===== src/rtl/music_pkg.sv =====
// Shared sequencer state encoding and musical timing constants for the
// note sequencer and its tempo tick generator.
package music_pkg;

    typedef enum logic [1:0] {
        IDLE,
        LOAD,
        PLAY,
        DONE
    } seq_state_t;

    localparam int SECS_PER_MIN = 60;

endpackage


===== src/rtl/tempo_tick_gen.sv =====
// Tempo tick generator: phase accumulator that converts a live BPM value into
// duration ticks with an exact long-run average and no divider.
module tempo_tick_gen
    import music_pkg::*;
#(
    parameter int CLOCK_FREQ     = 100_000_000,
    parameter int TICKS_PER_BEAT = 16,
    parameter int BPM_W          = 9
) (
    input  logic             clk,
    input  logic             rst,
    input  logic             i_clear,
    input  logic             i_enable,
    input  logic [BPM_W-1:0] i_bpm,
    output logic             o_tick
);

    localparam longint LIMIT   = longint'(CLOCK_FREQ) * longint'(SECS_PER_MIN);
    localparam longint MAX_INC = (longint'(1) << BPM_W) * longint'(TICKS_PER_BEAT);
    localparam int     ACC_W   = $clog2(LIMIT + MAX_INC);
    localparam logic [ACC_W:0] LIMIT_X = (ACC_W+1)'(LIMIT);

    logic [ACC_W-1:0] r_acc;
    logic [ACC_W:0]   w_inc;
    logic [ACC_W:0]   w_sum;
    logic             w_active;
    logic             w_wrap;

    // A zero tempo must neither tick nor disturb the stored phase.
    assign w_active = i_enable && (i_bpm != '0);
    assign w_inc    = (ACC_W+1)'(i_bpm) * (ACC_W+1)'(TICKS_PER_BEAT);
    assign w_sum    = {1'b0, r_acc} + w_inc;
    assign w_wrap   = (w_sum >= LIMIT_X);
    assign o_tick   = w_active && !i_clear && w_wrap;

    always_ff @(posedge clk or posedge rst) begin
        if (rst) begin
            r_acc <= '0;
        end else if (i_clear) begin
            r_acc <= '0;
        end else if (w_active) begin
            if (w_wrap) begin
                r_acc <= ACC_W'(w_sum - LIMIT_X);
            end else begin
                r_acc <= w_sum[ACC_W-1:0];
            end
        end
    end

endmodule


===== src/rtl/note_sequencer.sv =====
// Note sequencer: walks an external duration ROM and gates notes at a live tempo.
// Define NOTE_SEQ_ARTIC_GAP_EN to silence the tail of each longer note.
module note_sequencer
    import music_pkg::*;
#(
    parameter int CLOCK_FREQ     = 100_000_000,
    parameter int INDEX_W        = 11,
    parameter int DUR_W          = 8,
    parameter int TICKS_PER_BEAT = 16,
    parameter int BPM_W          = 9,
    parameter int GAP_TICKS      = 1
) (
    input  logic               clk,
    input  logic               rst,
    input  logic               start,
    input  logic               stop,
    input  logic               pause,
    input  logic               loop_en,
    input  logic [BPM_W-1:0]   bpm,
    output logic [INDEX_W-1:0] note_index,
    input  logic [DUR_W-1:0]   note_dur,
    output logic               gate,
    output logic               note_start,
    output logic               busy,
    output logic               done
);

`ifdef NOTE_SEQ_ARTIC_GAP_EN
    localparam bit ARTIC_GAP_EN = 1'b1;
`else
    localparam bit ARTIC_GAP_EN = 1'b0;
`endif

    localparam logic [DUR_W-1:0]   GAP_LEN    = DUR_W'(GAP_TICKS);
    localparam logic [DUR_W-1:0]   DUR_ONE    = DUR_W'(1);
    localparam logic [INDEX_W-1:0] INDEX_LAST = '1;
    localparam logic [INDEX_W-1:0] INDEX_ONE  = INDEX_W'(1);

    seq_state_t         r_state;
    seq_state_t         w_nextState;
    logic [INDEX_W-1:0] r_index;
    logic [DUR_W-1:0]   r_cnt;
    logic [DUR_W-1:0]   r_dur;
    logic               r_gate;
    logic               r_noteStart;
    logic               r_eos;

    logic               w_tick;
    logic               w_clear;
    logic               w_lastTick;
    logic               w_songEnd;
    logic               w_rewind;
    logic               w_gapHit;

    assign w_clear = start && !stop;

    tempo_tick_gen #(
        .CLOCK_FREQ    (CLOCK_FREQ),
        .TICKS_PER_BEAT(TICKS_PER_BEAT),
        .BPM_W         (BPM_W)
    ) u_tick (
        .clk     (clk),
        .rst     (rst),
        .i_clear (w_clear),
        .i_enable(!pause),
        .i_bpm   (bpm),
        .o_tick  (w_tick)
    );

    // r_eos marks running off the last ROM address, handled like a zero duration.
    assign w_lastTick = (r_state == PLAY) && w_tick && (r_cnt == DUR_ONE);
    assign w_songEnd  = (note_dur == '0) || r_eos;
    assign w_rewind   = w_songEnd && loop_en && (r_index != '0);
    assign w_gapHit   = ARTIC_GAP_EN && (r_cnt <= GAP_LEN) && (r_dur > GAP_LEN);

    assign note_index = r_index;
    assign gate       = r_gate;
    assign note_start = r_noteStart;
    assign busy       = (r_state != IDLE);
    assign done       = (r_state == DONE) && !pause && !stop;

    always_ff @(posedge clk or posedge rst) begin
        if (rst) begin
            r_state <= IDLE;
        end else begin
            r_state <= w_nextState;
        end
    end

    always_comb begin
        w_nextState = r_state;
        if (stop) begin
            w_nextState = IDLE;
        end else if (start) begin
            w_nextState = LOAD;
        end else if (!pause) begin
            case (r_state)
                IDLE:    w_nextState = IDLE;
                LOAD: begin
                    if (!w_songEnd) begin
                        w_nextState = PLAY;
                    end else if (w_rewind) begin
                        w_nextState = LOAD;
                    end else begin
                        w_nextState = DONE;
                    end
                end
                PLAY: begin
                    if (w_lastTick) begin
                        w_nextState = LOAD;
                    end
                end
                DONE:    w_nextState = IDLE;
                default: w_nextState = IDLE;
            endcase
        end
    end

    // Gate stays up through the one-cycle LOAD between notes so back-to-back notes are legato.
    always_ff @(posedge clk or posedge rst) begin
        if (rst) begin
            r_index     <= '0;
            r_cnt       <= '0;
            r_dur       <= '0;
            r_gate      <= 1'b0;
            r_noteStart <= 1'b0;
            r_eos       <= 1'b0;
        end else begin
            r_noteStart <= 1'b0;
            if (stop || start) begin
                r_index <= '0;
                r_gate  <= 1'b0;
                r_eos   <= 1'b0;
            end else if (!pause) begin
                case (r_state)
                    LOAD: begin
                        r_eos <= 1'b0;
                        if (!w_songEnd) begin
                            r_cnt       <= note_dur;
                            r_dur       <= note_dur;
                            r_gate      <= 1'b1;
                            r_noteStart <= 1'b1;
                        end else begin
                            r_gate <= 1'b0;
                            if (w_rewind) begin
                                r_index <= '0;
                            end
                        end
                    end
                    PLAY: begin
                        r_gate <= !w_gapHit;
                        if (w_tick) begin
                            r_cnt <= r_cnt - DUR_ONE;
                            if (r_cnt == DUR_ONE) begin
                                if (r_index == INDEX_LAST) begin
                                    r_eos <= 1'b1;
                                end else begin
                                    r_index <= r_index + INDEX_ONE;
                                end
                            end
                        end
                    end
                    default: ;
                endcase
            end
        end
    end

endmodule

===== config.mk =====
export PLATFORM = sky130hd
export DESIGN_NAME = note_sequencer
export DESIGN_NICKNAME = d
export VERILOG_FILES = /design/src/rtl/music_pkg.sv /design/src/rtl/tempo_tick_gen.sv /design/src/rtl/note_sequencer.sv
export SDC_FILE = /design/constraint.sdc
export NUM_CORES = 1
export LEC_CHECK = 0
export BUFFER_PORTS_ARGS = -buffer_cell sky130_fd_sc_hd__buf_2
export CAP_MARGIN = 40
export CORE_MARGIN = 1
export CORE_UTILIZATION = 42
export DETAILED_ROUTE_END_ITERATION = 16
export GPL_TIMING_DRIVEN = 0
export PLACE_DENSITY = 0.56
export SYNTH_ARGS = -nofsm -noshare
export SYNTH_HDL_FRONTEND = slang
export SYNTH_SLANG_ARGS = --single-unit

===== constraint.sdc =====
create_clock -name clk -period 5.8 [get_ports clk]
set_clock_uncertainty 0.1 [all_clocks]
set_input_delay 1.16 -clock clk [delete_from_list [all_inputs] [get_ports clk]]
set_output_delay 1.16 -clock clk [all_outputs]
set_load 0.1 [all_outputs]

==> results of run 1 <==
-- per-layer routing --
metal / vias up / global-route usage / wire length [um]
met1: 2344 / 0.356 / 6800
met3: 23 / 0.0329 / 753
met5: - / 0 / 0
met2: 155 / 0.394 / 6430
met4: 0 / 0.0801 / 274
li1: 2374 / - / -
-- area by class of cell --
cell class,instances,area share
Clock inverter,3,0.00887
Tap cell,140,0.0327
Timing Repair Buffer,37,0.0373
Buffer,36,0.0308
Multi-Input combinational cell,513,0.606
Clock buffer,5,0.0233
Sequential cell,53,0.247
Inverter,19,0.0133
-- per-stage QoR --
stage	hold slack, ns	area, um^2	total power, mW
detailed placement	0.401	5190	0.990
global route	0.448	5360	1.45
floorplan	0.372	4810	0.865
CTS	0.418	5360	1.36
global placement	0.399	5170	0.979
finish	0.420	5360	1.36
-- synthesized netlist by cell type (4+ instances only) --
cell type / number / share of area
o21ai_0: 62 / 0.064
and2_1: 4 / 0.0052
mux2i_1: 5 / 0.010
nor2_1: 59 / 0.046
and3_1: 14 / 0.018
nor4_1: 16 / 0.021
buf_2: 7 / 0.0073
clkbuf_1: 21 / 0.016
nand3b_1: 4 / 0.0062
a21o_1: 5 / 0.0078
dfrtp_1: 53 / 0.28
o211ai_1: 4 / 0.0062
ha_1: 14 / 0.036
a21oi_1: 54 / 0.056
xor2_1: 9 / 0.016
a31oi_1: 6 / 0.0078
nand2b_1: 19 / 0.025
nor2b_1: 6 / 0.0078
nor3b_1: 4 / 0.0062
nor4b_1: 6 / 0.011
inv_1: 19 / 0.015
nor3_1: 24 / 0.025
nand3_1: 26 / 0.027
xnor2_1: 16 / 0.029
nand2_1: 47 / 0.037
nand4_1: 13 / 0.017
or3_1: 12 / 0.016
o21a_1: 5 / 0.0078
a211oi_1: 7 / 0.011
a2111oi_0: 4 / 0.0073
-- worst register-to-register path, delay by kind of cell (launching register included) --
kind	cells	cell delay [ns]
xor+xnor	1	0.29
buf+inv	2	0.39
compound gates	8	1.88
flops	1	0.35
fa+ha+maj	3	0.81
simple gates	4	0.91
-- repair_timing --
item                                    4_1_cts  5_1_grt
hold buffers                                  0        0
resized for setup                             0        1
endpoints found under the hold margin         0        0
endpoints found under the setup margin        0        2
-- cell families after synthesis --
logic type / count (synthesis) / share of synthesized area
and+or+nand+nor: 273 / 0.302
AOI/OAI and AO/OA: 194 / 0.273
buffers and inverters: 55 / 0.0492
DFF: 53 / 0.276
xor gates and xnor gates: 26 / 0.0489
adders and majority gates: 15 / 0.0406
muxes: 5 / 0.0104
-- path summary, 6_finish.rpt --
kind | startpoint | end | slack (ns) | depth (start not counted)
max reg2reg | u_tick.r_acc[4]$_DFFE_PP0P_ | u_tick.r_acc[25]$_DFFE_PP0P_ | 0.97 | 18
min in group asynchronous | rst | u_tick.r_acc[8]$_DFFE_PP0P_ | 0.78 | 2
min | r_cnt[1]$_DFFE_PP0P_ | r_cnt[1]$_DFFE_PP0P_ | 0.42 | 2
max | bpm[0] | u_tick.r_acc[25]$_DFFE_PP0P_ | 0.38 | 19
max in group asynchronous | rst | r_cnt[4]$_DFFE_PP0P_ | 4.25 | 3
min reg2reg | r_cnt[1]$_DFFE_PP0P_ | r_cnt[1]$_DFFE_PP0P_ | 0.42 | 2
-- flip-flops by register name, summed over array words and instances, names as in the netlist --
| signal | flops |
|---|---|
| r_cnt | 8 |
| note_index | 11 |
| gate | 1 |
| r_eos | 1 |
| u_tick.r_acc | 29 |
| note_start | 1 |
| r_state | 2 |
-- where the power goes --
part	switching, mW	total (mW)	internal (mW)
sequential	0.0294	0.440	0.411
combinational	0.349	0.554	0.205
clock	0.156	0.364	0.207
==> results.yml, run 1 <==
timing:
  drv_slew: 0
  setup_viol: 0
  slew_headroom: 0.504
  hold_viol: 0
  setup_tns_ns: 0
  worst_pin_slew_ns: 0.734
  rsz0062_at_grt: "false"
  timing.final.crit_share: 0.935
  fmax_mhz: 184
  finalWorstSetupSlack_ns: 0.376
  period_needed_ns: 5.42
run_status:
  outcome: "complete, no violations"
cells_and_area:
  diodes: 0
  layoutNonFillerInstCount: 806
  utilization: 0.488
  mostFrequentLayoutCells: "62 x o21ai_0, 59 x nor2_1, 53 x a21oi_1, 53 x dfrtp_1, 47 x nand2_1"
  regArea_um2: 1330
  multiInputGateArea_um2: 3250
  n_fill_cell: 1084
  final_common_cell: "o21ai_0"
  syn2layout_area_growth_pct: 11.5
  drive_gt1_frac: 0.134
  fin_nets: 703
detailed_routing:
  drt_pass1_iterations: 5
  dr_total_vias: 4896
  wl_um: 14300
  antenna_left: 0
  first_iter_violations: 306
  routedWlPerCell_um: 17.7
  vias_per_cell: 6.07
  drc: 0
critical_path:
  critical_path_required_ns: 5.90
  crit_path_end_kind: "register"
  critPathTopFamily: "compound AO/OA/AOI/OAI gates"
  slowest_stage: "a211oi_4"
  crit_path_start_kind: "input pin"
  worstPathArrival_ns: 5.53
  cp_max_fo: 10
  cp_cell_sequence: "buf_2 > ha_1 > inv_1 > fa_1 > nand2b_1 > a21o_1 > nand2_1 > xor2_1 > ha_1 > o211ai_1 > o21ba_2 > o21bai_1 > a211oi_4 > o31ai_4 > nor2_2 > buf_2 > o21ai_0 > o21ai_0 > nor4b_1"
  critical_path_buf_inv_count: 3
  cpPeakStageDelay_ns: 0.44
  critical_path_class: "in2reg"
die:
  core_um2: 11000
  initial_core_util: 0.438
  design.die.area_um2: 11900
  fp.dieH_um: 109
  row_count: 38
  pin_count: 38
  die_x_um: 109
power:
  p_leak_nw: 2.12
  peakVddDrop_mv: 0.138
  powerDensity_nw_per_um2: 253
placement:
  port_buffers: 36
  placed_cells: 798
  post-dp-hpwl_um: 10400
  gp_congestion: 0.863
  post-place-ws_ns: 0.161
yosys:
  synth_area_um2: 4810
  yosysSeqAreaShare: 0.276
  avgSynthCellArea_um2: 7.75
  ys_async_sr_fraction: 1.00
  synth-seq-cells: 53
  postSynthCellCount: 621
  synthesis.nets: 659
  ys.warnings.count: 0
  ys_types: 75
  ys.flop_type: "dfrtp_1"
  synth-edff-count: 0
cts:
  cts_buffers: 5
  cts_tree: "done"
  insertion_delay_ns: 0.31
  cts.clk_slew.worst_paths_ns: 0.08
  cts_sinks: 53
  root_buffer: "clkbuf_16"
  post-cts-setup-buffers: 0
  cts_max_level: 2
  clockBufferDepth: 2
global_route:
  grt_max_degree: 35
  grt.total_usage: 0.251
  grt_pass1_vias: 4491
  grt_first_pass_wirelength_um: 22900
  grt-ovfl-total: 0
  antenna_found_initial: 0
hold_path:
  hold_path_class: "reg2reg"
job:
  max-cap-violations: 0
No activity file was read; power rests on OpenSTA's default activity.
==> inputs of run 2 (changes only) <==
- ABC_AREA: unset -> 1
- RECOVER_POWER: unset -> 50
==> results.yml, run 2 <==
yosys:
  avgSynthCellArea_um2: 5.78
  synth_top_area_share: 0.263
  synth-edff-count: 0
  ys.flop_type: "dfrtp_1"
  ys_async_sr_fraction: 1.00
  synth-seq-cells: 53
  synthesis.nets: 910
  synth_common_cells: "318 x nand2_1, 121 x inv_1, 96 x nand3_1"
  synth_area_um2: 5040
  ys.warnings.count: 0
  ys_types: 38
  yosys.area.top_type: "dfrtp_1"
  postSynthCellCount: 872
  synth_area_leaders: "dfrtp_1 26%, nand2_1 24%, nand3_1 9.5%, inv_1 9.0%, nor2_1 6.4%"
  yosysMostFrequentCell: "nand2_1"
  yosysSeqAreaShare: 0.263
timing:
  worst_pin_slew_ns: 2.06
  setup_viol: 0
  period_needed_ns: 4.67
  rsz0062_at_grt: "false"
  hold_slack_ns: 0.397
  hold_viol: 0
  setup_tns_ns: 0
  drv_slew: 37
  slew_headroom: -0.375
  timing.final.crit_share: 0.805
  fmax_mhz: 214
cells_and_area:
  diodes: 0
  largest_reg_flops: 29
  final_common_cell: "nand2_1"
  fin_nets: 955
  top_register: "u_tick.r_acc"
  regArea_um2: 1330
  multiInputGateArea_um2: 3140
  mostFrequentLayoutCells: "318 x nand2_1, 121 x inv_1, 96 x nand3_1, 86 x nor2_1, 53 x dfrtp_1"
  syn2layout_area_growth_pct: 9.91
  n_fill_cell: 1266
  drive_gt1_frac: 0.0708
  utilization: 0.479
cts:
  postCtsResizedCells: 0
  cts_sinks: 53
  cts.clk_slew.worst_paths_ns: 0.08
  post-cts-setup-buffers: 0
  cts_tree: "done"
  postCtsHoldBufs: 0
  cts_buffers: 5
  root_buffer: "clkbuf_16"
  insertion_delay_ns: 0.31
  cts_max_level: 2
  clockBufferDepth: 2
job:
  max-cap-violations: 1
hold_path:
  hp-start: "u_tick.r_acc[8]$_DFFE_PP0P_"
  hold_path_class: "reg2reg"
  hold-path-cell-count: 2
  min_to: "u_tick.r_acc[8]$_DFFE_PP0P_"
placement:
  gp_congestion: 0.939
  port_buffers: 37
  post-dp-hpwl_um: 12600
critical_path:
  r2r-start: "u_tick.r_acc[4]$_DFFE_PP0P_"
  cp_max_fo: 10
  r2r-end: "u_tick.r_acc[13]$_DFFE_PP0P_"
  crit_path_end_kind: "register"
  regToRegSetupSlack_ns: 1.70
  rr_worst_depth: 19
  critical_path_class: "in2reg"
  crit_path_start_kind: "input pin"
  critical_path_required_ns: 5.93
  worstPathArrival_ns: 4.80
detailed_routing:
  drt_pass1_iterations: 5
  dr_total_vias: 5585
  wl_um: 15700
  drc: 0
  vias_per_cell: 5.26
  antenna_left: 0
  first_iter_violations: 424
  routedWlPerCell_um: 14.8
run_status:
  violations: "capacitance limit, slew limit"
  outcome: "finished with violations"
die:
  pin_count: 38
  fp.dieH_um: 112
  core_um2: 11600
  initial_core_util: 0.436
  die_x_um: 112
  row_count: 39
  design.die.area_um2: 12400
power:
  powerDensity_nw_per_um2: 241
  peakVddDrop_mv: 0.115
  p_leak_nw: 2.99
  power.total_mw: 1.33
global_route:
  grt.total_usage: 0.266
  grt_first_pass_wirelength_um: 25900
  grt-ovfl-total: 0
  antenna_found_initial: 0
  grt_max_degree: 37
  grt_pass1_vias: 5298
## run 2: changes by cell type after synthesis, moves of 12 or more
cell / before / now
clkbuf_1: 21 / 7
or3_1: 12 / 0
o21ai_1: 2 / 21
nand2_1: 47 / 318
nand2b_1: 19 / 0
nor2_1: 59 / 86
a21oi_1: 54 / 36
nand3_1: 26 / 96
nor3_1: 24 / 11
o21ai_0: 62 / 20
inv_1: 19 / 121
and3_1: 14 / 1
## run 2: layout make-up
class                      count  area share
buffer                        14      0.0138
clock buffer                   6      0.0233
clock inverter                 2     0.00181
inverter                     132      0.0895
multi-input combinational    673       0.567
sequential                    53       0.239
tap                          143      0.0323
timing repair buffer          38      0.0328
## run 2: per-stage QoR
| step | instance area (um^2) | std cells | worst slack, ns |
|---|---|---|---|
| 6_report | 5540 | 1061 | 1.13 |
| 5_1_grt | 5540 | 1061 | 0.850 |
| 4_1_cts | 5560 | 1061 | 1.15 |
| 3_5_place_dp | 5420 | 1053 | 0.847 |
| 3_3_place_gp | 5400 | 1052 | 0.879 |
| 2_1_floorplan | 5040 | 872 | 0.421 |
## run 2: critical path, stage by stage
cell	delay, ns
buf_2	0.09
ha_1	0.23
inv_1	0.07
fa_1	0.41
inv_1	0.16
nand2_1	0.07
nand3_1	0.16
xor2_1	0.37
inv_1	0.17
ha_1	0.25
nand3_1	0.20
nand2_1	0.08
nand2_1	0.18
nand2_1	0.19
nand3_1	0.15
nand3_2	0.23
buf_2	0.31
nand2_1	0.09
nand2_1	0.06
o22ai_1	0.16
## run 2: cell families after synthesis
logic type | synth area share
AOI/OAI and AO/OA | 0.0993
xor gates and xnor gates | 0.0209
adders and majority gates | 0.0387
buffers and inverters | 0.113
DFF | 0.263
and+or+nand+nor | 0.464
## run 2: worst max-delay path by stage
stage                     startpoint  slack (ns)  depth (start not counted)                           end
final                         bpm[0]        1.13                         20  u_tick.r_acc[13]$_DFFE_PP0P_
after global routing          bpm[0]        0.85                         20  u_tick.r_acc[13]$_DFFE_PP0P_
after CTS                     bpm[0]        1.15                         20  u_tick.r_acc[13]$_DFFE_PP0P_
after detailed placement      bpm[0]        0.85                         20  u_tick.r_acc[13]$_DFFE_PP0P_
after global placement        bpm[0]        0.88                         19  u_tick.r_acc[13]$_DFFE_PP0P_
after floorplan                pause        0.42                          1                          done
## run 2: power by group
| part | internal [mW] | switching [mW] | total [mW] |
|---|---|---|---|
| clock network | 0.160 | 0.153 | 0.313 |
| logic | 0.178 | 0.381 | 0.559 |
| registers | 0.418 | 0.0440 | 0.462 |
## run 2: layer usage
metal  vias up  routed length [um]  track usage  share of wire
met5         -                   0            0              0
met4         0                 551        0.123          0.035
met3        35                 727       0.0408          0.046
met2       154                7270        0.450           0.46
met1      2533                7150        0.335           0.46
li1       2863                   -            -              -
